$ cat src/rtl/ball_engine.sv
// Pong ball engine: tick-gated motion with speed-up on paddle hits, wall and
// paddle bounces, miss detection, score keeping and serve/play/game-over sequencing.
module ball_engine #(
    parameter int X_W           = 8,
    parameter int Y_W           = 9,
    parameter int SIZE          = 10,
    parameter int MIN_X         = 0,
    parameter int MAX_X         = 239,
    parameter int MIN_Y         = 30,
    parameter int MAX_Y         = 290,
    parameter int START_X       = 120,
    parameter int START_Y       = 160,
    parameter int PADDLE_WIDTH  = 5,
    parameter int PADDLE_HEIGHT = 40,
    parameter int SPEED_MAX     = 4,
    parameter int SERVE_DELAY   = 60,
    parameter int SCORE_W       = 4,
    parameter int WIN_SCORE     = 9
) (
    input  logic               clock,
    input  logic               reset,
    input  logic               tick,
    input  logic               new_game,
    input  logic [X_W-1:0]     player_1_x,
    input  logic [X_W-1:0]     player_2_x,
    output logic [X_W-1:0]     ball_x,
    output logic [Y_W-1:0]     ball_y,
    output logic [SCORE_W-1:0] score_1,
    output logic [SCORE_W-1:0] score_2,
    output logic               hit,
    output logic               point_1,
    output logic               point_2,
    output logic [1:0]         state
);

    localparam int XE    = X_W + 1;
    localparam int YE    = Y_W + 1;
    localparam int SPD_W = $clog2(SPEED_MAX + 1);
    localparam int CNT_W = $clog2(SERVE_DELAY + 1);

    localparam logic [XE-1:0] LX_MIN  = XE'(MIN_X);
    localparam logic [XE-1:0] LX_MAX  = XE'(MAX_X);
    localparam logic [XE-1:0] LX_SIZE = XE'(SIZE);
    localparam logic [XE-1:0] LX_PH   = XE'(PADDLE_HEIGHT);

    localparam logic [YE-1:0] LY_MIN  = YE'(MIN_Y);
    localparam logic [YE-1:0] LY_MAX  = YE'(MAX_Y);
    localparam logic [YE-1:0] LY_SIZE = YE'(SIZE);
    localparam logic [YE-1:0] LY_PL   = YE'(MIN_Y + PADDLE_WIDTH);
    localparam logic [YE-1:0] LY_PR   = YE'(MAX_Y - PADDLE_WIDTH);

    localparam logic [X_W-1:0] X_START = X_W'(START_X);
    localparam logic [X_W-1:0] X_TOP   = X_W'(MIN_X);
    localparam logic [X_W-1:0] X_BOT   = X_W'(MAX_X - SIZE);

    localparam logic [Y_W-1:0] Y_START = Y_W'(START_Y);
    localparam logic [Y_W-1:0] Y_PL    = Y_W'(MIN_Y + PADDLE_WIDTH);
    localparam logic [Y_W-1:0] Y_PR    = Y_W'(MAX_Y - PADDLE_WIDTH - SIZE);
    localparam logic [Y_W-1:0] Y_GL    = Y_W'(MIN_Y);
    localparam logic [Y_W-1:0] Y_GR    = Y_W'(MAX_Y - SIZE);

    localparam logic [SPD_W-1:0]   SPD_ONE   = SPD_W'(1);
    localparam logic [SPD_W-1:0]   SPD_TOP   = SPD_W'(SPEED_MAX);
    localparam logic [CNT_W-1:0]   CNT_LAST  = CNT_W'(SERVE_DELAY - 1);
    localparam logic [SCORE_W-1:0] SCORE_WIN = SCORE_W'(WIN_SCORE);

    typedef enum logic [1:0] {
        ST_SERVE  = 2'd0,
        ST_PLAY   = 2'd1,
        ST_SCORED = 2'd2,
        ST_OVER   = 2'd3
    } state_t;

    state_t             r_state;
    logic [X_W-1:0]     r_ball_x;
    logic [Y_W-1:0]     r_ball_y;
    logic               r_dir_x;
    logic               r_dir_y;
    logic [SPD_W-1:0]   r_speed;
    logic [SCORE_W-1:0] r_score_1;
    logic [SCORE_W-1:0] r_score_2;
    logic [CNT_W-1:0]   r_serve_cnt;
    logic               r_hit;
    logic               r_point_1;
    logic               r_point_2;

    state_t             w_state_nxt;
    logic [X_W-1:0]     w_ball_x_nxt;
    logic [Y_W-1:0]     w_ball_y_nxt;
    logic               w_dir_x_nxt;
    logic               w_dir_y_nxt;
    logic [SPD_W-1:0]   w_speed_nxt;
    logic [SCORE_W-1:0] w_score_1_nxt;
    logic [SCORE_W-1:0] w_score_2_nxt;
    logic [CNT_W-1:0]   w_serve_cnt_nxt;
    logic               w_hit_nxt;
    logic               w_point_1_nxt;
    logic               w_point_2_nxt;

    logic [XE-1:0]      w_bx_e;
    logic [YE-1:0]      w_by_e;
    logic [XE-1:0]      w_sx;
    logic [YE-1:0]      w_sy;
    logic               w_ov_1;
    logic               w_ov_2;
    logic [SPD_W-1:0]   w_speed_up;
    logic [SCORE_W-1:0] w_score_1_inc;
    logic [SCORE_W-1:0] w_score_2_inc;

    // Extended-width operands keep the bound tests free of wrap-around
    assign w_bx_e = {1'b0, r_ball_x};
    assign w_by_e = {1'b0, r_ball_y};
    assign w_sx   = XE'(r_speed);
    assign w_sy   = YE'(r_speed);

    assign w_ov_1 = (w_bx_e + LX_SIZE >= {1'b0, player_1_x}) &&
                    (w_bx_e <= {1'b0, player_1_x} + LX_PH);
    assign w_ov_2 = (w_bx_e + LX_SIZE >= {1'b0, player_2_x}) &&
                    (w_bx_e <= {1'b0, player_2_x} + LX_PH);

    assign w_speed_up    = (r_speed >= SPD_TOP) ? SPD_TOP : r_speed + SPD_ONE;
    assign w_score_1_inc = r_score_1 + SCORE_W'(1);
    assign w_score_2_inc = r_score_2 + SCORE_W'(1);

    always_comb begin
        w_state_nxt     = r_state;
        w_ball_x_nxt    = r_ball_x;
        w_ball_y_nxt    = r_ball_y;
        w_dir_x_nxt     = r_dir_x;
        w_dir_y_nxt     = r_dir_y;
        w_speed_nxt     = r_speed;
        w_score_1_nxt   = r_score_1;
        w_score_2_nxt   = r_score_2;
        w_serve_cnt_nxt = r_serve_cnt;
        w_hit_nxt       = 1'b0;
        w_point_1_nxt   = 1'b0;
        w_point_2_nxt   = 1'b0;

        case (r_state)
            ST_SERVE: begin
                if (tick) begin
                    if (r_serve_cnt == CNT_LAST) begin
                        w_serve_cnt_nxt = '0;
                        w_state_nxt     = ST_PLAY;
                    end else begin
                        w_serve_cnt_nxt = r_serve_cnt + CNT_W'(1);
                    end
                end
            end

            ST_PLAY: begin
                if (tick) begin
                    if (!r_dir_x) begin
                        if (w_bx_e <= LX_MIN + w_sx) begin
                            w_ball_x_nxt = X_TOP;
                            w_dir_x_nxt  = 1'b1;
                        end else begin
                            w_ball_x_nxt = r_ball_x - X_W'(r_speed);
                        end
                    end else begin
                        if (w_bx_e + LX_SIZE + w_sx >= LX_MAX) begin
                            w_ball_x_nxt = X_BOT;
                            w_dir_x_nxt  = 1'b0;
                        end else begin
                            w_ball_x_nxt = r_ball_x + X_W'(r_speed);
                        end
                    end

                    // A ball already past the paddle face runs on to the goal line
                    if (!r_dir_y) begin
                        if (w_by_e >= LY_PL && w_by_e <= LY_PL + w_sy && w_ov_1) begin
                            w_ball_y_nxt = Y_PL;
                            w_dir_y_nxt  = 1'b1;
                            w_hit_nxt    = 1'b1;
                            w_speed_nxt  = w_speed_up;
                        end else if (w_by_e <= LY_MIN + w_sy) begin
                            w_ball_y_nxt  = Y_GL;
                            w_point_2_nxt = 1'b1;
                            w_state_nxt   = ST_SCORED;
                        end else begin
                            w_ball_y_nxt = r_ball_y - Y_W'(r_speed);
                        end
                    end else begin
                        if (w_by_e + LY_SIZE <= LY_PR && w_by_e + LY_SIZE + w_sy >= LY_PR
                            && w_ov_2) begin
                            w_ball_y_nxt = Y_PR;
                            w_dir_y_nxt  = 1'b0;
                            w_hit_nxt    = 1'b1;
                            w_speed_nxt  = w_speed_up;
                        end else if (w_by_e + LY_SIZE + w_sy >= LY_MAX) begin
                            w_ball_y_nxt  = Y_GR;
                            w_point_1_nxt = 1'b1;
                            w_state_nxt   = ST_SCORED;
                        end else begin
                            w_ball_y_nxt = r_ball_y + Y_W'(r_speed);
                        end
                    end
                end
            end

            ST_SCORED: begin
                // dir_y is untouched by a miss, so it still names the side that conceded
                if (r_dir_y) begin
                    w_score_1_nxt = w_score_1_inc;
                    if (w_score_1_inc == SCORE_WIN) begin
                        w_state_nxt = ST_OVER;
                    end else begin
                        w_state_nxt  = ST_SERVE;
                        w_ball_x_nxt = X_START;
                        w_ball_y_nxt = Y_START;
                        w_speed_nxt  = SPD_ONE;
                        w_dir_y_nxt  = 1'b1;
                    end
                end else begin
                    w_score_2_nxt = w_score_2_inc;
                    if (w_score_2_inc == SCORE_WIN) begin
                        w_state_nxt = ST_OVER;
                    end else begin
                        w_state_nxt  = ST_SERVE;
                        w_ball_x_nxt = X_START;
                        w_ball_y_nxt = Y_START;
                        w_speed_nxt  = SPD_ONE;
                        w_dir_y_nxt  = 1'b0;
                    end
                end
            end

            default: begin
            end
        endcase
    end

    always_ff @(posedge clock) begin
        if (reset || new_game) begin
            r_state     <= ST_SERVE;
            r_ball_x    <= X_START;
            r_ball_y    <= Y_START;
            r_dir_x     <= 1'b1;
            r_dir_y     <= 1'b1;
            r_speed     <= SPD_ONE;
            r_score_1   <= '0;
            r_score_2   <= '0;
            r_serve_cnt <= '0;
            r_hit       <= 1'b0;
            r_point_1   <= 1'b0;
            r_point_2   <= 1'b0;
        end else begin
            r_state     <= w_state_nxt;
            r_ball_x    <= w_ball_x_nxt;
            r_ball_y    <= w_ball_y_nxt;
            r_dir_x     <= w_dir_x_nxt;
            r_dir_y     <= w_dir_y_nxt;
            r_speed     <= w_speed_nxt;
            r_score_1   <= w_score_1_nxt;
            r_score_2   <= w_score_2_nxt;
            r_serve_cnt <= w_serve_cnt_nxt;
            r_hit       <= w_hit_nxt;
            r_point_1   <= w_point_1_nxt;
            r_point_2   <= w_point_2_nxt;
        end
    end

    assign ball_x  = r_ball_x;
    assign ball_y  = r_ball_y;
    assign score_1 = r_score_1;
    assign score_2 = r_score_2;
    assign hit     = r_hit;
    assign point_1 = r_point_1;
    assign point_2 = r_point_2;
    assign state   = r_state;

endmodule

$ cat config.mk
export PLATFORM = sky130hd
export DESIGN_NAME = ball_engine
export DESIGN_NICKNAME = d
export VERILOG_FILES = /design/src/rtl/ball_engine.sv
export SDC_FILE = /design/constraint.sdc
export NUM_CORES = 1
export LEC_CHECK = 0
export ABC_CLOCK_PERIOD_IN_PS = 8150
export CAP_MARGIN = 20
export CORE_ASPECT_RATIO = 0.9
export CORE_MARGIN = 4
export CORE_UTILIZATION = 60
export DETAILED_ROUTE_END_ITERATION = 16
export PLACE_DENSITY = 0.87
export SLEW_MARGIN = 10
export SYNTH_ARGS = -nofsm -noshare
export SYNTH_HDL_FRONTEND = slang
export SYNTH_SLANG_ARGS = --single-unit
$ cat constraint.sdc
create_clock -name clock -period 8.15 [get_ports clock]
set_clock_uncertainty 0.2 [all_clocks]
set_input_delay 2.0375 -clock clock [delete_from_list [all_inputs] [get_ports clock]]
set_output_delay 2.0375 -clock clock [all_outputs]
set_load 0.005 [all_outputs]
---- Yosys cells after proc, flatten, opt, wreduce, memory -nomap -nowiden ----
Index checks and enable logic that the tools add are counted.
storage, ports and cells
  register bits after elaboration ......... 41
  word-level logic and storage cells ...... 134
  output and inout port bits .............. 30
  input bits .............................. 20
cells by class
  equality and inequality tests ........... 16
  bitwise logic cells ..................... 3
  magnitude comparators ................... 13
  multiplexer cells ....................... 53
  reduce and logical (&&, ||, !) cells .... 21
  add/subtract/negate cells ............... 16
operators by type and width
  cell                                                   count
  two-way mux 9 bit                                      9
  two-way mux 8 bit                                      7
  two-way mux 3 bit                                      8
  != test 3 bit (second input constant)                  8
  two-way mux 2 bit                                      11
  >= comparator 10 x 9 -> 1 bit (second input constant)  2
  adder 8 x 6 -> 9 bit (second input constant)           2
  adder 9 x 3 -> 9 bit                                   2
  >= comparator 9 x 8 -> 1 bit                           2
  <= comparator 8 x 9 -> 1 bit                           2
  case mux 9 bit (2 select lines)                        1
  case mux 8 bit (2 select lines)                        1
  two-way mux 1 bit                                      12
  adder 10 x 3 -> 10 bit                                 1
  adder 9 x 4 -> 10 bit (second input constant)          1
  <= comparator 10 x 9 -> 1 bit (second input constant)  1
  AND reduction 2 bit                                    5
  OR reduction 5 bit                                     2
  adder 8 x 4 -> 9 bit (second input constant)           1
  >= comparator 9 x 6 -> 1 bit (second input constant)   1
  >= comparator 9 x 8 -> 1 bit (second input constant)   1
  <= comparator 9 x 6 -> 1 bit                           1
  <= comparator 9 x 7 -> 1 bit                           1
  subtractor 9 x 3 -> 9 bit                              1
  other kinds (28)                                       39

---- Depth between registers and ports, before layout ----
Gate-level depths: netlist (run 1).
  depth after elaboration ................. 9
  depth in mapped cells ................... 15
  gate-level depth less buffers ........... 14

---- Worst setup path after synthesis (run 1) ----
OpenSTA, ideal clock, no wires.
  path type ............................... input to register
  start point ............................. in player_2_x[3]
  end point ............................... reg r_ball_y[2] (netlist: ball_y[2])
  setup slack ............................. 3.386 ns
  data arrival time ....................... 4.431 ns
  library setup time ...................... 0.132 ns
  required time ........................... 7.818 ns
  buffers on the path ..................... 0
  cell stages on the path ................. 12
  cell sequence ........................... ha_1 o21ai_0 xnor2_1 ha_1 or3_1 a221oi_1 a211o_1 nand3_1 o41ai_4 nor2_2 a2111oi_2 a2111oi_1
on the way
  longest elaborated chain between the ends .. 8
  elaborated cells on any way between the ends .. 9
  classes of those cells .................. add/sub: 1; order compare: 2; mux: 4; reduce/logical: 2
ends and longest elaborated chain
  what                                 line  RTL
  start, declared                      25    input logic [X_W-1:0] player_2_x,
  adder 8 x 6 -> 9 bit                 119   (w_bx_e <= {1'b0, player_2_x} + LX_PH);
  <= comparator 8 x 9 -> 1 bit         119
  logical AND 1 bit (*)                118   assign w_ov_2 = (w_bx_e + LX_SIZE >= {1'b0, player_2_x}) &&
  logical AND 1 bit (*)                185   && w_ov_2) begin
  two-way mux 9 bit (*)                184   if (w_by_e + LY_SIZE <= LY_PR && w_by_e + LY_SIZE + w_sy >= LY_PR
  two-way mux 9 bit (*)                170   if (!r_dir_y) begin
  two-way mux 9 bit (*)                152   if (tick) begin
  case mux 9 bit (2 select lines) (*)  139   case (r_state)
  end signal, assigned                 250   r_ball_y <= w_ball_y_nxt;
  end, declared                        76    logic [Y_W-1:0] r_ball_y;
Mark *: on every way between the ends. The rest lies on a longest branch, timed or not. The select of a mux whose other input is x is not followed.
A chain may end at the register's enable or synchronous reset.

---- Worst setup path after layout (run 1) ----
  start point ............................. in player_1_x[3]
  end point ............................... reg r_ball_y[0] (netlist: ball_y[0])
on the way
  longest elaborated chain between the ends .. 8
  elaborated cells on any way between the ends .. 9
  classes of those cells .................. add/sub: 1; order compare: 2; mux: 4; reduce/logical: 2
ends and longest elaborated chain
  what                                 line  RTL
  start, declared                      24    input logic [X_W-1:0] player_1_x,
  adder 8 x 6 -> 9 bit                 117   (w_bx_e <= {1'b0, player_1_x} + LX_PH);
  <= comparator 8 x 9 -> 1 bit         117
  logical AND 1 bit (*)                116   assign w_ov_1 = (w_bx_e + LX_SIZE >= {1'b0, player_1_x}) &&
  logical AND 1 bit (*)                171   if (w_by_e >= LY_PL && w_by_e <= LY_PL + w_sy && w_ov_1) begin
  two-way mux 9 bit (*)                171
  two-way mux 9 bit (*)                170
  two-way mux 9 bit (*)                152
  case mux 9 bit (2 select lines) (*)  139
Marked as above.

==> run metrics, run 1 <==
outcome completed; Avg Inst Size Synth 7.87 um^2; Yosys top cell area share 0.188; Die Ht 94.1 um; sequential share of the synthesized area 0.166; max-cap viol count 0; leading post-synthesis cells by cell area ha_1, dfxtp_1, xnor2_1, a21oi_1, o21ai_0; DRC violations left 0; Core ar. 8030 um^2; met2 Use GR 0.485; Setup TNS 0 ns; commonest non-fill, non-tap cell in the layout ha_1; vias in the first global route 4824; Most Crowded Layer GR met2; Mapped Area 4940 um^2; Comb power frac 0.125; Final period util 0.675; initial antenna violation count 0; CTS clk-pin slew, worst paths 0.09 ns; Iter 0 DRT Violations 355; Crit. End Element flop; first-pass GRT wire length between 20000 and 25000 um; Distinct cells, synth 85; post-synthesis register bit count 41; htree depth 2; Crit Path Class in2reg; drt first pass iters 5; Sw Ratio 0.255; worst path arrival time approximately 5.5 ns; CTS tree done; chip width 104 um; Max FO, Critical Path 10; switching power about 110 uW; DRT Wirelength 14000 um; Hold Crit Class reg2reg; average wire per standard cell 18.4 um; commonest non-fill, non-tap cells in the layout ha_1, nor2_1, inv_1; post-synthesis async set-or-reset flop share 0; syn nets 727; maximum vdd drop between 60 and 70 uV; Port-buffer cells 49; Final Instance Area 5570 um^2; EDFF count, synth 0; Pleak roughly 2.3 nW; Worst EP required roughly 8 ns; post-DP HPWL 10500 um; Ports 50; P_int between 300 and 400 uW; Post-CTS Hold Buffers 0; Reg power frac 0.472; area leader, netlist ha_1; Core Rows 31; Yosys warnings 0; maximum clock frequency 182 MHz; Worst-Margin Slew 1.03 ns; Setup crit start kind input port; M1 GR Usage 0.373; Post-CTS Setup Bufs 0; total track usage 0.288; die area 9750 um^2; diode count 0; minimum clock period 5.50 ns; GR Layer Usage met3 0.0522; total grt overflow 0; Final Hold Fails 0; via count ~4.9k; GPL Wtd Cong 0.975; clock share of power 0.404; unrepaired setup endpoints after global routing false; routed vias/inst ~6.5; layout cells sized above 1 0.0511; largest net degree at the start of global routing 26; clock sinks 41; Cell Pwr Density ~76 nW/um^2; CTS buffer count 5; clk root buf clkbuf_8; Synth Instances ~630; initial core utilization 0.615; dpl cell area 5460 um^2; area delta synth->final 12.9%; CTS Buffer Depth 2; Slew Viols, Final 0; relative slew slack 0.311; top_reg_cell synth dfxtp_1; worst skew pair latency approximately 0.30 ns; setup violators final 0; DRT antenna net count 0; Total Power between 400 and 500 uW; fin nets 764; quantity of gates resized following cts 0
worst paths after layout:
kind / depth (start not counted) / startpoint / slack, ns / to
min reg2reg: 2 / r_serve_cnt[1] / 0.28 / r_serve_cnt[1]
max: 12 / player_1_x[3] / 2.65 / ball_y[0]
min: 2 / r_serve_cnt[1] / 0.28 / r_serve_cnt[1]
max reg2reg: 12 / r_speed[1] / 3.82 / r_speed[2]
layout make-up:
type,instances,area [um^2]
Clock inverter,2,38.8
Timing Repair Buffer,51,505
Multi-Input combinational cell,514,3820
Tap cell,99,124
Inverter,51,191
Clock buffer,6,72.6
Sequential cell,41,821
Fill cell,652,2450
sequential cells by signal (all words and copies together) (netlist names):
name         flops
ball_x           8
ball_y           9
hit              1
point_1          1
point_2          1
r_dir_x          1
r_dir_y          1
r_serve_cnt      6
r_speed          3
score_1          4
score_2          4
state            2
per-stage QoR:
step	hold WS, ns	util	std cells	worst slack, ns
final	0.277	0.694	764	2.65
after global routing	0.312	0.694	764	2.37
after CTS	0.284	0.694	764	2.71
after detailed placement	0.271	0.680	756	2.43
after global placement	0.263	0.680	756	2.56
after floorplan	0.254	-	627	3.39
logic make-up after synthesis:
logic type               share of synthesized area
XOR/XNOR                                    0.0725
adder cells (fa/ha/maj)                      0.212
multiplexers                               0.00634
AO/OA/AOI/OAI                                0.287
buffers and inverters                       0.0598
flip-flops                                   0.166
AND/OR/NAND/NOR                              0.197
critical path: stages:
cell,delay [ns]
clkdlybuf4s50_1,0.49
ha_1,0.28
o21ai_0,0.22
xnor2_1,0.15
ha_1,0.26
nand4b_1,0.11
o22ai_1,0.07
o311ai_0,0.72
o21ai_1,0.45
o31ai_1,0.36
nand2_1,0.09
a32o_1,0.26
routing by layer:
layer | share of wire | routed length [um]
met2 | 0.47 | 6630
met5 | 0 | 0
met3 | 0.083 | 1170
met4 | 0.017 | 242
met1 | 0.43 | 5980
synthesized netlist by cell type (all sizes together) (12+ instances only):
master / instances
nand2b: 12
nand3: 19
inv: 50
nand2: 47
nor2: 55
nor3: 14
o21ai: 46
xnor2: 29
clkbuf: 13
ha: 74
a21oi: 46
dfxtp: 41
power groups by stage:
stage                     clock, mW  sequential, mW  combinational (mW)
after floorplan                   0           0.205              0.0319
after global placement            0           0.205              0.0508
after detailed placement          0           0.206              0.0522
after CTS                     0.173           0.201              0.0526
after global routing          0.179           0.201              0.0596
final                         0.172           0.201              0.0530
(Power assumes the default switching activity.)
==> run 2, diff against run 1 <==
--- a/config.mk
+++ b/config.mk
@@ -5,13 +5,13 @@
 export SDC_FILE = /design/constraint.sdc
 export NUM_CORES = 1
 export LEC_CHECK = 0
-export ABC_CLOCK_PERIOD_IN_PS = 8150
+export ABC_CLOCK_PERIOD_IN_PS = 5700
 export CAP_MARGIN = 20
 export CORE_ASPECT_RATIO = 0.9
 export CORE_MARGIN = 4
-export CORE_UTILIZATION = 60
+export CORE_UTILIZATION = 59
 export DETAILED_ROUTE_END_ITERATION = 16
-export PLACE_DENSITY = 0.87
+export PLACE_DENSITY = 0.85
 export SLEW_MARGIN = 10
 export SYNTH_ARGS = -nofsm -noshare
 export SYNTH_HDL_FRONTEND = slang
==> constraint.sdc (replaced) <==
create_clock -name clock -period 5.7 [get_ports clock]
set_clock_uncertainty 0.2 [all_clocks]
set_input_delay 1.425 -clock clock [delete_from_list [all_inputs] [get_ports clock]]
set_output_delay 1.425 -clock clock [all_outputs]
set_load 0.005 [all_outputs]
==> run 2 against run 1 <==
  * Clock power rose by 12%
  * Non-clock buffer count rose by 1
  * Setup slack got worse by 1.8 ns
  * Critical path depth rose by 1
  * Utilization fell by 0.88 points
  * Sequential share of layout area barely moved
  * Global-route usage barely moved
  * Combinational power rose by 45%
  * Via count rose by 0.63%
  * Cell area fell by 0.31%
  * Final cell count rose by 0.13%
  * Die area rose by 1.6%
  * Critical endpoint is now ball_y[2]
  * Largest power group unchanged
==> run metrics, run 2 (same netlist as run 1, synthesis figures left out) <==
CTS tree done; slowest cell delay on critical path 0.62 ns; DRT antenna net count 0; Place WS roughly 0.60 ns; Hold Crit Class reg2reg; CTS clk-pin slew, worst paths 0.08 ns; final worst slack 0.899 ns; commonest non-fill, non-tap cell in the layout ha_1; Post-CTS Setup Bufs 0; drt first pass iters 5; area delta synth->final 12.5%; slowest CP cell o41ai_4; worst reg-to-reg path cell count 13; first-pass GRT wire length around 24000 um; Final Instance Area 5560 um^2; clock share of power 0.346; total track usage 0.289; number of flip-flops under the largest register name 9; Util after Layout 0.685; P_int between 400 and 500 uW; total grt overflow 0; die area 9900 um^2; Sw Ratio 0.270; Setup TNS 0 ns; hold_sp ball_x[0]; outcome completed; DRC violations left 0; Worst EP required 5.66 ns; unrepaired setup endpoints after global routing false; maximum vdd drop 108 uV; Crit. End Element flop; Hold EP ball_x[0]; reg2reg start r_speed[1]; setup violators final 0; diode count 0; CP Cell Sequence clkdlybuf4s50_1 > ha_1 > o21ai_0 > xnor2_1 > ha_1 > or3_1 > a221oi_1 > a211o_1 > nand3_1 > o41ai_4 > nor2_2 > a2111oi_2 > a2111oi_1; minimum clock period 4.80 ns; quantity of gates resized following cts 0; average wire per standard cell 18.6 um; Max FO, Critical Path 7; Port-buffer cells 49; Core ar. 8110 um^2; layout cells sized above 1 0.0541; DRT Wirelength 14300 um; Comb power frac 0.138; Iter 0 DRT Violations about 370; Reg power frac 0.516; worst path arrival time approximately 4.8 ns; Most common cell on crit path ha_1; Cell Pwr Density 100 nW/um^2; via count 4960; CTS buffer count 5; Layout Cells excl Fill 765; worst skew pair latency 0.29 ns; initial core utilization 0.609; clk root buf clkbuf_8; Slew Viols, Final 0; commonest non-fill, non-tap cells in the layout ha_1, nor2_1, inv_1; switching power 150 uW; relative slew slack 0.333; Worst-Margin Slew 0.999 ns; Core Rows 31; CTS Buffer Depth 2; WHS 0.304 ns; post-DP HPWL ~11000 um; Post-CTS Hold Buffers 0; htree depth 2; largest net degree at the start of global routing 26; GPL Wtd Cong just under 1; Final Hold Fails 0; max-cap viol count 0; dpl cell area 5470 um^2; clock sinks 41; Final period util 0.842; vias in the first global route 4935; Ports 50; R2R Setup Slk 1.31 ns; Crit Path Class in2reg; Pleak 2.29 nW; Total Power 557 uW; maximum clock frequency 208 MHz; Placed Cells 757; chip width 104 um; fin nets 765; initial antenna violation count 0; RR Endpoint ball_y[2]; hold path depth 2; Setup crit start kind input port; Die Ht 94.8 um; routed vias/inst 6.48
run 2: power groups by stage:
stage | combinational [mW] | sequential, mW | clock (mW)
after floorplan | 0.0456 | 0.294 | 0
after global placement | 0.0726 | 0.294 | 0
after detailed placement | 0.0752 | 0.294 | 0
after CTS | 0.0760 | 0.287 | 0.195
after global routing | 0.0849 | 0.287 | 0.202
final | 0.0767 | 0.287 | 0.193
run 2: routing by layer:
| layer | routed length (um) | GRT usage | part of all wire |
|---|---|---|---|
| met2 | 6700 | 0.503 | 0.47 |
| met4 | 347 | 0.0919 | 0.024 |
| met5 | 0 | 0 | 0 |
| met3 | 1040 | 0.0355 | 0.073 |
| met1 | 6160 | 0.374 | 0.43 |
run 2: critical path: cells and delay by family:
family / cells / cell delay (ns)
simple gates: 3 / 0.58
fa+ha+maj: 2 / 0.46
compound gates: 6 / 1.72
xor+xnor: 1 / 0.10
buf+inv: 1 / 0.48
run 2: how the worst max path moves through the flow:
stage / from / to / slack (ns) / cells past startpoint
after floorplan: player_2_x[3] / ball_y[2] / 1.55 / 12
after global placement: player_2_x[3] / ball_y[2] / 0.72 / 13
after detailed placement: player_2_x[3] / ball_y[2] / 0.60 / 13
after CTS: player_2_x[3] / ball_y[2] / 0.92 / 13
after global routing: player_2_x[3] / ball_y[2] / 0.68 / 13
final: player_2_x[3] / ball_y[2] / 0.90 / 13
run 2: cell type report:
| type | instances | area [um^2] |
|---|---|---|
| Clock buffer | 5 | 68.8 |
| Clock inverter | 3 | 17.5 |
| Fill cell | 662 | 2550 |
| Inverter | 51 | 191 |
| Multi-Input combinational cell | 514 | 3820 |
| Sequential cell | 41 | 821 |
| Tap cell | 99 | 124 |
| Timing Repair Buffer | 52 | 513 |
